$ cat config.mk
export PLATFORM = sky130hd
export DESIGN_NAME = sigsource_sched
export DESIGN_NICKNAME = d
export VERILOG_FILES = /design/src/rtl/sigsource_sched.sv
export SDC_FILE = /design/constraint.sdc
export NUM_CORES = 1
export LEC_CHECK = 0
export ABC_AREA = 1
export CAP_MARGIN = 20
export CORE_MARGIN = 4
export CORE_UTILIZATION = 55
export CTS_CLUSTER_SIZE = 14
export DETAILED_ROUTE_END_ITERATION = 8
export PLACE_DENSITY = 0.87
export SLEW_MARGIN = 20
export SYNTH_ARGS = -nofsm -noshare
export SYNTH_HDL_FRONTEND = slang
export SYNTH_SLANG_ARGS = --single-unit
$ cat constraint.sdc
create_clock -name clock -period 3.3 [get_ports clock]
set_clock_uncertainty 0.05 [all_clocks]
set_input_delay 0.495 -clock clock [delete_from_list [all_inputs] [get_ports clock]]
set_output_delay 0.495 -clock clock [all_outputs]
set_load 0.1 [all_outputs]
$ cat src/rtl/sigsource_sched.sv
// sigsource_sched: replays each antenna IQ word for TRATE cycles
// while stepping the time-slot address, framed into accumulation blocks.
module sigsource_sched #(
    parameter int WIDTH   = 32,
    parameter int TRATE   = 30,
    parameter int TBITS   = 5,
    parameter int BLOCK_N = 4096,
    parameter int CBITS   = 12
) (
    input  logic             clock,
    input  logic             reset_n,
    input  logic             en_i,
    input  logic             s_valid_i,
    output logic             s_ready_o,
    input  logic [WIDTH-1:0] s_idata_i,
    input  logic [WIDTH-1:0] s_qdata_i,
    output logic             valid_o,
    output logic             first_o,
    output logic             last_o,
    output logic [TBITS-1:0] taddr_o,
    output logic [WIDTH-1:0] idata_o,
    output logic [WIDTH-1:0] qdata_o,
    output logic             busy_o,
    output logic             underrun_o
);

    typedef enum logic [1:0] {
        IDLE  = 2'd0,
        RUN   = 2'd1,
        STALL = 2'd2
    } state_e;

    localparam logic [TBITS-1:0] TLAST = TBITS'(TRATE - 1);
    localparam logic [CBITS-1:0] CLAST = CBITS'(BLOCK_N - 1);

    state_e           state_q, state_d;
    logic [TBITS-1:0] taddr_q, taddr_d;
    logic [CBITS-1:0] cnt_q, cnt_d;
    logic [WIDTH-1:0] curi_q, curi_d;
    logic [WIDTH-1:0] curq_q, curq_d;
    logic [WIDTH-1:0] nxti_q, nxti_d;
    logic [WIDTH-1:0] nxtq_q, nxtq_d;
    logic             nxt_full_q, nxt_full_d;
    logic             ready_q, ready_d;
    logic             valid_q, valid_d;
    logic             first_q, first_d;
    logic             last_q, last_d;
    logic             busy_q, busy_d;
    logic             under_q, under_d;

    logic             acc;
    logic             avail;
    logic             load;
    logic             wrap;
    logic             blk_end;
    logic [WIDTH-1:0] src_i;
    logic [WIDTH-1:0] src_q;

    assign acc     = s_valid_i & ready_q;
    assign avail   = nxt_full_q | acc;
    assign src_i   = nxt_full_q ? nxti_q : s_idata_i;
    assign src_q   = nxt_full_q ? nxtq_q : s_qdata_i;
    assign wrap    = (taddr_q == TLAST);
    assign blk_end = wrap && (cnt_q == CLAST);

    // Sequencing, buffer movement and registered-output next state.
    // Ready is widened at a mid-block wrap since CUR is released there.
    always_comb begin
        state_d    = state_q;
        taddr_d    = taddr_q;
        cnt_d      = cnt_q;
        curi_d     = curi_q;
        curq_d     = curq_q;
        nxti_d     = nxti_q;
        nxtq_d     = nxtq_q;
        nxt_full_d = nxt_full_q;
        under_d    = under_q;
        load       = 1'b0;
        valid_d    = 1'b0;

        unique case (state_q)
            IDLE: begin
                if (en_i && avail) begin
                    load    = 1'b1;
                    state_d = RUN;
                    taddr_d = '0;
                    cnt_d   = '0;
                    valid_d = 1'b1;
                end
            end
            RUN: begin
                if (!wrap) begin
                    taddr_d = taddr_q + TBITS'(1);
                    valid_d = 1'b1;
                end else if (blk_end) begin
                    taddr_d = '0;
                    cnt_d   = '0;
                    if (en_i && avail) begin
                        load    = 1'b1;
                        valid_d = 1'b1;
                    end else begin
                        state_d = IDLE;
                    end
                end else begin
                    taddr_d = '0;
                    cnt_d   = cnt_q + CBITS'(1);
                    if (avail) begin
                        load    = 1'b1;
                        valid_d = 1'b1;
                    end else begin
                        state_d = STALL;
                        under_d = 1'b1;
                    end
                end
            end
            STALL: begin
                if (avail) begin
                    load    = 1'b1;
                    state_d = RUN;
                    valid_d = 1'b1;
                end
            end
            default: state_d = IDLE;
        endcase

        if (load) begin
            curi_d     = src_i;
            curq_d     = src_q;
            nxt_full_d = nxt_full_q & acc;
            if (nxt_full_q && acc) begin
                nxti_d = s_idata_i;
                nxtq_d = s_qdata_i;
            end
        end else if (acc) begin
            nxti_d     = s_idata_i;
            nxtq_d     = s_qdata_i;
            nxt_full_d = 1'b1;
        end

        first_d = valid_d && (taddr_d == '0) && (cnt_d == '0);
        last_d  = valid_d && (taddr_d == TLAST) && (cnt_d == CLAST);
        busy_d  = (state_d != IDLE);
        ready_d = !nxt_full_d ||
                  ((state_d == RUN) && (taddr_d == TLAST) &&
                   (cnt_d != CLAST));
    end

    // State, buffer and output registers with synchronous reset.
    always_ff @(posedge clock) begin
        if (!reset_n) begin
            state_q    <= IDLE;
            taddr_q    <= '0;
            cnt_q      <= '0;
            curi_q     <= '0;
            curq_q     <= '0;
            nxti_q     <= '0;
            nxtq_q     <= '0;
            nxt_full_q <= 1'b0;
            ready_q    <= 1'b1;
            valid_q    <= 1'b0;
            first_q    <= 1'b0;
            last_q     <= 1'b0;
            busy_q     <= 1'b0;
            under_q    <= 1'b0;
        end else begin
            state_q    <= state_d;
            taddr_q    <= taddr_d;
            cnt_q      <= cnt_d;
            curi_q     <= curi_d;
            curq_q     <= curq_d;
            nxti_q     <= nxti_d;
            nxtq_q     <= nxtq_d;
            nxt_full_q <= nxt_full_d;
            ready_q    <= ready_d;
            valid_q    <= valid_d;
            first_q    <= first_d;
            last_q     <= last_d;
            busy_q     <= busy_d;
            under_q    <= under_d;
        end
    end

    assign s_ready_o  = ready_q;
    assign valid_o    = valid_q;
    assign first_o    = first_q;
    assign last_o     = last_q;
    assign taddr_o    = taddr_q;
    assign idata_o    = curi_q;
    assign qdata_o    = curq_q;
    assign busy_o     = busy_q;
    assign underrun_o = under_q;

endmodule

# After elaboration in Yosys (flattened, before gate mapping)
# Index checks and enable logic that the tools add are counted.
# totals
register_bits	154
word_cells	79
# op_classes
add_sub_neg	2
mux	31
n_bitwise	5
eq_ne	9
reduce_logical	18
# op_table
operator	n
$mux W32	8
$mux W12	3
$eq A12 B12 Y1 const B	2
$pmux W12 S2	1
$add A12 B1 Y12 const B	1
$logic_not A12 Y1	1
$mux W2	6
$ne A12 B12 Y1 const B	1
$eq A5 B5 Y1 const B	2
$mux W5	2
$pmux W5 S2	1
$logic_and A1 B1 Y1	9
$mux W1	7
$pmux W1 S3	2
$pmux W2 S3	1
$add A5 B1 Y5 const B	1
$logic_not A5 Y1	1
$eq A2 B1 Y1 const B	2
$reduce_and A4 Y1	1
$reduce_bool A2 Y1	2
$and A1 B1 Y1	2
$eq A2 B2 Y1 const B	1
$logic_not A2 Y1	1
$ne A2 B1 Y1 const B	1
other kinds (5)	6

# Logic depth before layout (Yosys ltp)
# depth
ltp_word	11
depth_mapped	16
mapped_depth_nobuf	16

# Worst setup path after synthesis
# Ideal clock, no wire load.
# synth_path
path_type	register to register
startpoint	reg taddr_q[0], in the netlist taddr_o[0]
endpoint	reg nxti_q[21]
path_slack_ns	0.499
path_stages_with_launch	13
arrival_time_ns	2.633
required_ns	3.132
cell_sequence	dfxtp_1 -> ha_1 -> nand2_1 -> nor2_4 -> nand2_2 -> nor2_2 -> nand2_1 -> nand3_2 -> nand2_2 -> a21oi_4 -> buf_2 -> buf_4 -> a21oi_2
# synth_via
elab_chain_cells	7
# synth_rtl
item	line_no	text
start, declared	37	logic [TBITS-1:0] taddr_q, taddr_d;
start signal, assigned	167	taddr_q <= taddr_d;
$eq A5 B5 Y1 *	63	assign wrap = (taddr_q == TLAST);
$logic_and A1 B1 Y1	64	assign blk_end = wrap && (cnt_q == CLAST);
$mux W1	95	end else if (blk_end) begin
$mux W1 *	92	if (!wrap) begin
$pmux W1 S3 *	81	unique case (state_q)
$ne A2 B1 Y1 (no line) or $reduce_bool A2 Y1 (tied branches)	n/a	
$reduce_and A2 Y1 (no line)	n/a	
end signal, assigned	171	nxti_q <= nxti_d;
end, declared	41	logic [WIDTH-1:0] nxti_q, nxti_d;
# Mark *: on every way between the ends. The rest lies on a longest branch, timed or not.
# A chain may end at the register's enable or synchronous reset.

# Worst setup path after layout
# layout_path
startpoint	reg taddr_q[0], in the netlist taddr_o[0]
endpoint	reg nxtq_q[4]
# layout_via
elab_chain_cells	7
# layout_rtl
item	line_no	text
$eq A5 B5 Y1 *	63	
$logic_and A1 B1 Y1	64	
$mux W1	95	
$mux W1 *	92	
$pmux W1 S3 *	81	
$ne A2 B1 Y1 (no line) or $reduce_bool A2 Y1 (tied branches)	n/a	
$reduce_and A2 Y1 (no line)	n/a	
end signal, assigned	172	nxtq_q <= nxtq_d;
end, declared	42	logic [WIDTH-1:0] nxtq_q, nxtq_d;
# Marked as above.

==> run metrics <==
status completed; Main synth FF type dfxtp_1; WL/cell 14.8 um; vias approximately 6500; number of DRC markers in iteration 0 669; vias in the first global route approximately 6000; clock network fraction of total power a little over a third; Final Hold Viols 0; # Max-Cap Violations 0; register area share after synthesis 45.2%; Synth top cells by count dfxtp_1, nand3_1, nand2_1, inv_1, a31oi_1; PD cells 603 nW/um^2; CP Launch Type register; Reg-to-Reg Start taddr_o[0]; final-report setup violation count 0; largest net degree at the start of global routing 73; Routability Congestion just over 0.9; hold crit path type reg2reg; Die Span X roughly 120 um; Yosys warnings 0; CTS tree built; post-CTS setup buffer count 0; combinational fraction of design power 25.0%; Sw Pwr ~0.0018 W; VDD IR-drop max ~380 uV; hold-critical path endpoint underrun_o; most common cell in the netlist dfxtp_1; Final Instance Count excl. Fillers around 1200; post-route worst setup slack 0.628 ns; Leakage 3.39 nW; Sum Neg Setup Slack 0 ns; EDFF count, synth 0; # DRC 0; layout cells sized above 1 11.6%; hold path cells 2; CP Class reg2reg; FF-to-FF setup slack 0.63 ns; dominant cell type by area after synthesis dfxtp_1; syn nets 973; hold_sp underrun_o; ant diodes 0; slew of the pin with the lowest slew margin 1.02 ns; reg2reg path depth 12; Initial DRT Pass Iterations 5; asr flop ratio synth 0%; crit path time final 2.67 ns; flops & latches, synth between 150 and 200; switching share of power approximately a third; Die ar. 14300 sq um; GRT Util Overall between 20 and 25%; first-pass GRT wire length 29.3 mm; met2 Use GR between 30% and 40%; Final #Nets approximately 1100; Skew-Pair Late Insertion Delay 0.42 ns; # IOs ~140; num rows 40; area delta synth->final 28.5%; htree depth 4; global routing usage on met1 33.2%; Die H between 100 and 150 um; CTS buffer count 17; Critical Path Fanout Max about 70; # hold bufs at CTS 0; Crit path required time between 3 and 4 ns; Peak Freq between 300 and 400 MHz; CTS Root Cell clkbuf_16; Synth top area share between 40% and 50%; P_int between 0.003 and 0.004 W; Post-Syn Area 6830 sq um; Worst setup EP type register; detailed-placement wirelength estimate 11.3 mm; GR Util met3 between 6 and 7%; initial antenna violation count 0; post-synthesis average cell area approximately 7.6 sq um; core area 12100 sq um; Initial Util 56.6%; Port Buffer Count 142; DP Worst Slack about 0.48 ns; post-synthesis instance total 902; RSZ-0062 raised after global routing no; Max Slew Vio Count 0; Seq pwr share 39.9%; placed cells 1159; GR peak layer met2; number of routed nets with antenna violations 0; PostCTS Resize Cnt 0; Yosys cell types 33; top post-synthesis cells by area dfxtp_1, nand3_1, nand2_1, a21oi_2, inv_1; Clock transition at path regs 0.06 ns; crit path DAT 2.98 ns; Num Clock Sinks 154; vias per std cell between 5 and 6; worst rel slew slack 32.0%; maximum clock insertion buffer count 2; GRT Residual Overflow 0; drt total wl 17.6 mm; Worst R2R End nxtq_q[4]; Tcrit/Tclk final between 80% and 90%
-- registers in the layout, summed over array words and instances (netlist names) --
register,cells
idata_o,32
nxti_q,32
nxtq_q,32
qdata_o,32
cnt_q,12
taddr_o,5
state_q,2
busy_o,1
first_o,1
last_o,1
nxt_full_q,1
s_ready_o,1
underrun_o,1
valid_o,1
-- critical path: stages (launching register included) --
cell	delay, ns
dfxtp_1	0.42
ha_1	0.17
nand2_1	0.09
nor2_4	0.25
nand2_2	0.08
nor2_2	0.17
nand2_1	0.10
nand3_2	0.09
nand2_4	0.15
a21oi_4	0.32
buf_12	0.34
o21ai_0	0.15
a21oi_1	0.17
-- logic make-up after synthesis --
| group | after synthesis | share of synthesized area [%] |
|---|---|---|
| AND/OR/NAND/NOR | 347 | 22.5 |
| XOR/XNOR | 4 | 0.513 |
| AO/OA/AOI/OAI | 225 | 20.5 |
| buffers and inverters | 169 | 10.8 |
| flip-flops | 154 | 45.2 |
| adder cells (fa/ha/maj) | 3 | 0.550 |
-- final cells by class --
cell class                 count  area (sq um)
fill                         913          3290
sequential                   154          3080
multi-input combinational    579          3010
timing repair buffer         154          1510
clock buffer                  21           470
inverter                     104           390
tap                          168           210
clock inverter                11          96.3
-- per-stage QoR --
stage | power, W | hold slack, ns | instance area (sq um) | utilization (%)
3_5_place_dp | 0.00346 | 0.404 | 8210 | 68.0
2_1_floorplan | 0.00314 | 0.418 | 6830 | -
5_1_grt | 0.00548 | 0.443 | 8770 | 72.7
3_3_place_gp | 0.00344 | 0.397 | 8210 | 68.0
6_report | 0.00529 | 0.416 | 8770 | 72.7
4_1_cts | 0.00530 | 0.419 | 8770 | 72.7
-- metal layers --
layer | vias up | wire (um)
li1 | 3234 | -
met1 | 2983 | 7690
met2 | 295 | 8340
met3 | 26 | 1340
met4 | 0 | 279
met5 | - | 0
-- how the worst max path moves through the flow --
stage / from / cells after the start / end / slack (ns)
finish: taddr_o[0] / 12 / nxtq_q[4] / 0.63
detailed placement: s_valid_i / 12 / last_o / 0.48
CTS: taddr_o[0] / 12 / nxtq_q[4] / 0.65
global route: taddr_o[0] / 12 / nxtq_q[8] / 0.36
global placement: s_valid_i / 12 / last_o / 0.53
floorplan: taddr_o[0] / 12 / nxti_q[21] / 0.50
-- power groups by stage --
stage	sequential (W)	combinational (W)	clock [W]
2_1_floorplan	0.00264	0.000497	0
3_3_place_gp	0.00214	0.00130	0
3_5_place_dp	0.00215	0.00132	0
4_1_cts	0.00211	0.00132	0.00187
5_1_grt	0.00213	0.00140	0.00194
6_report	0.00211	0.00132	0.00185
-- placed cells by master (no fill, tap or decap), drive strengths merged, types with 21 or more instances in the layout --
cell type      instances
nand2                137
inv                  104
nand3                142
clkbuf                21
buf                   27
clkdlybuf4s50        127
dfxtp                154
nor2                  58
a21oi                 81
a31oi                 58
o21ai                 79
No activity file was read; power rests on OpenSTA's default activity.
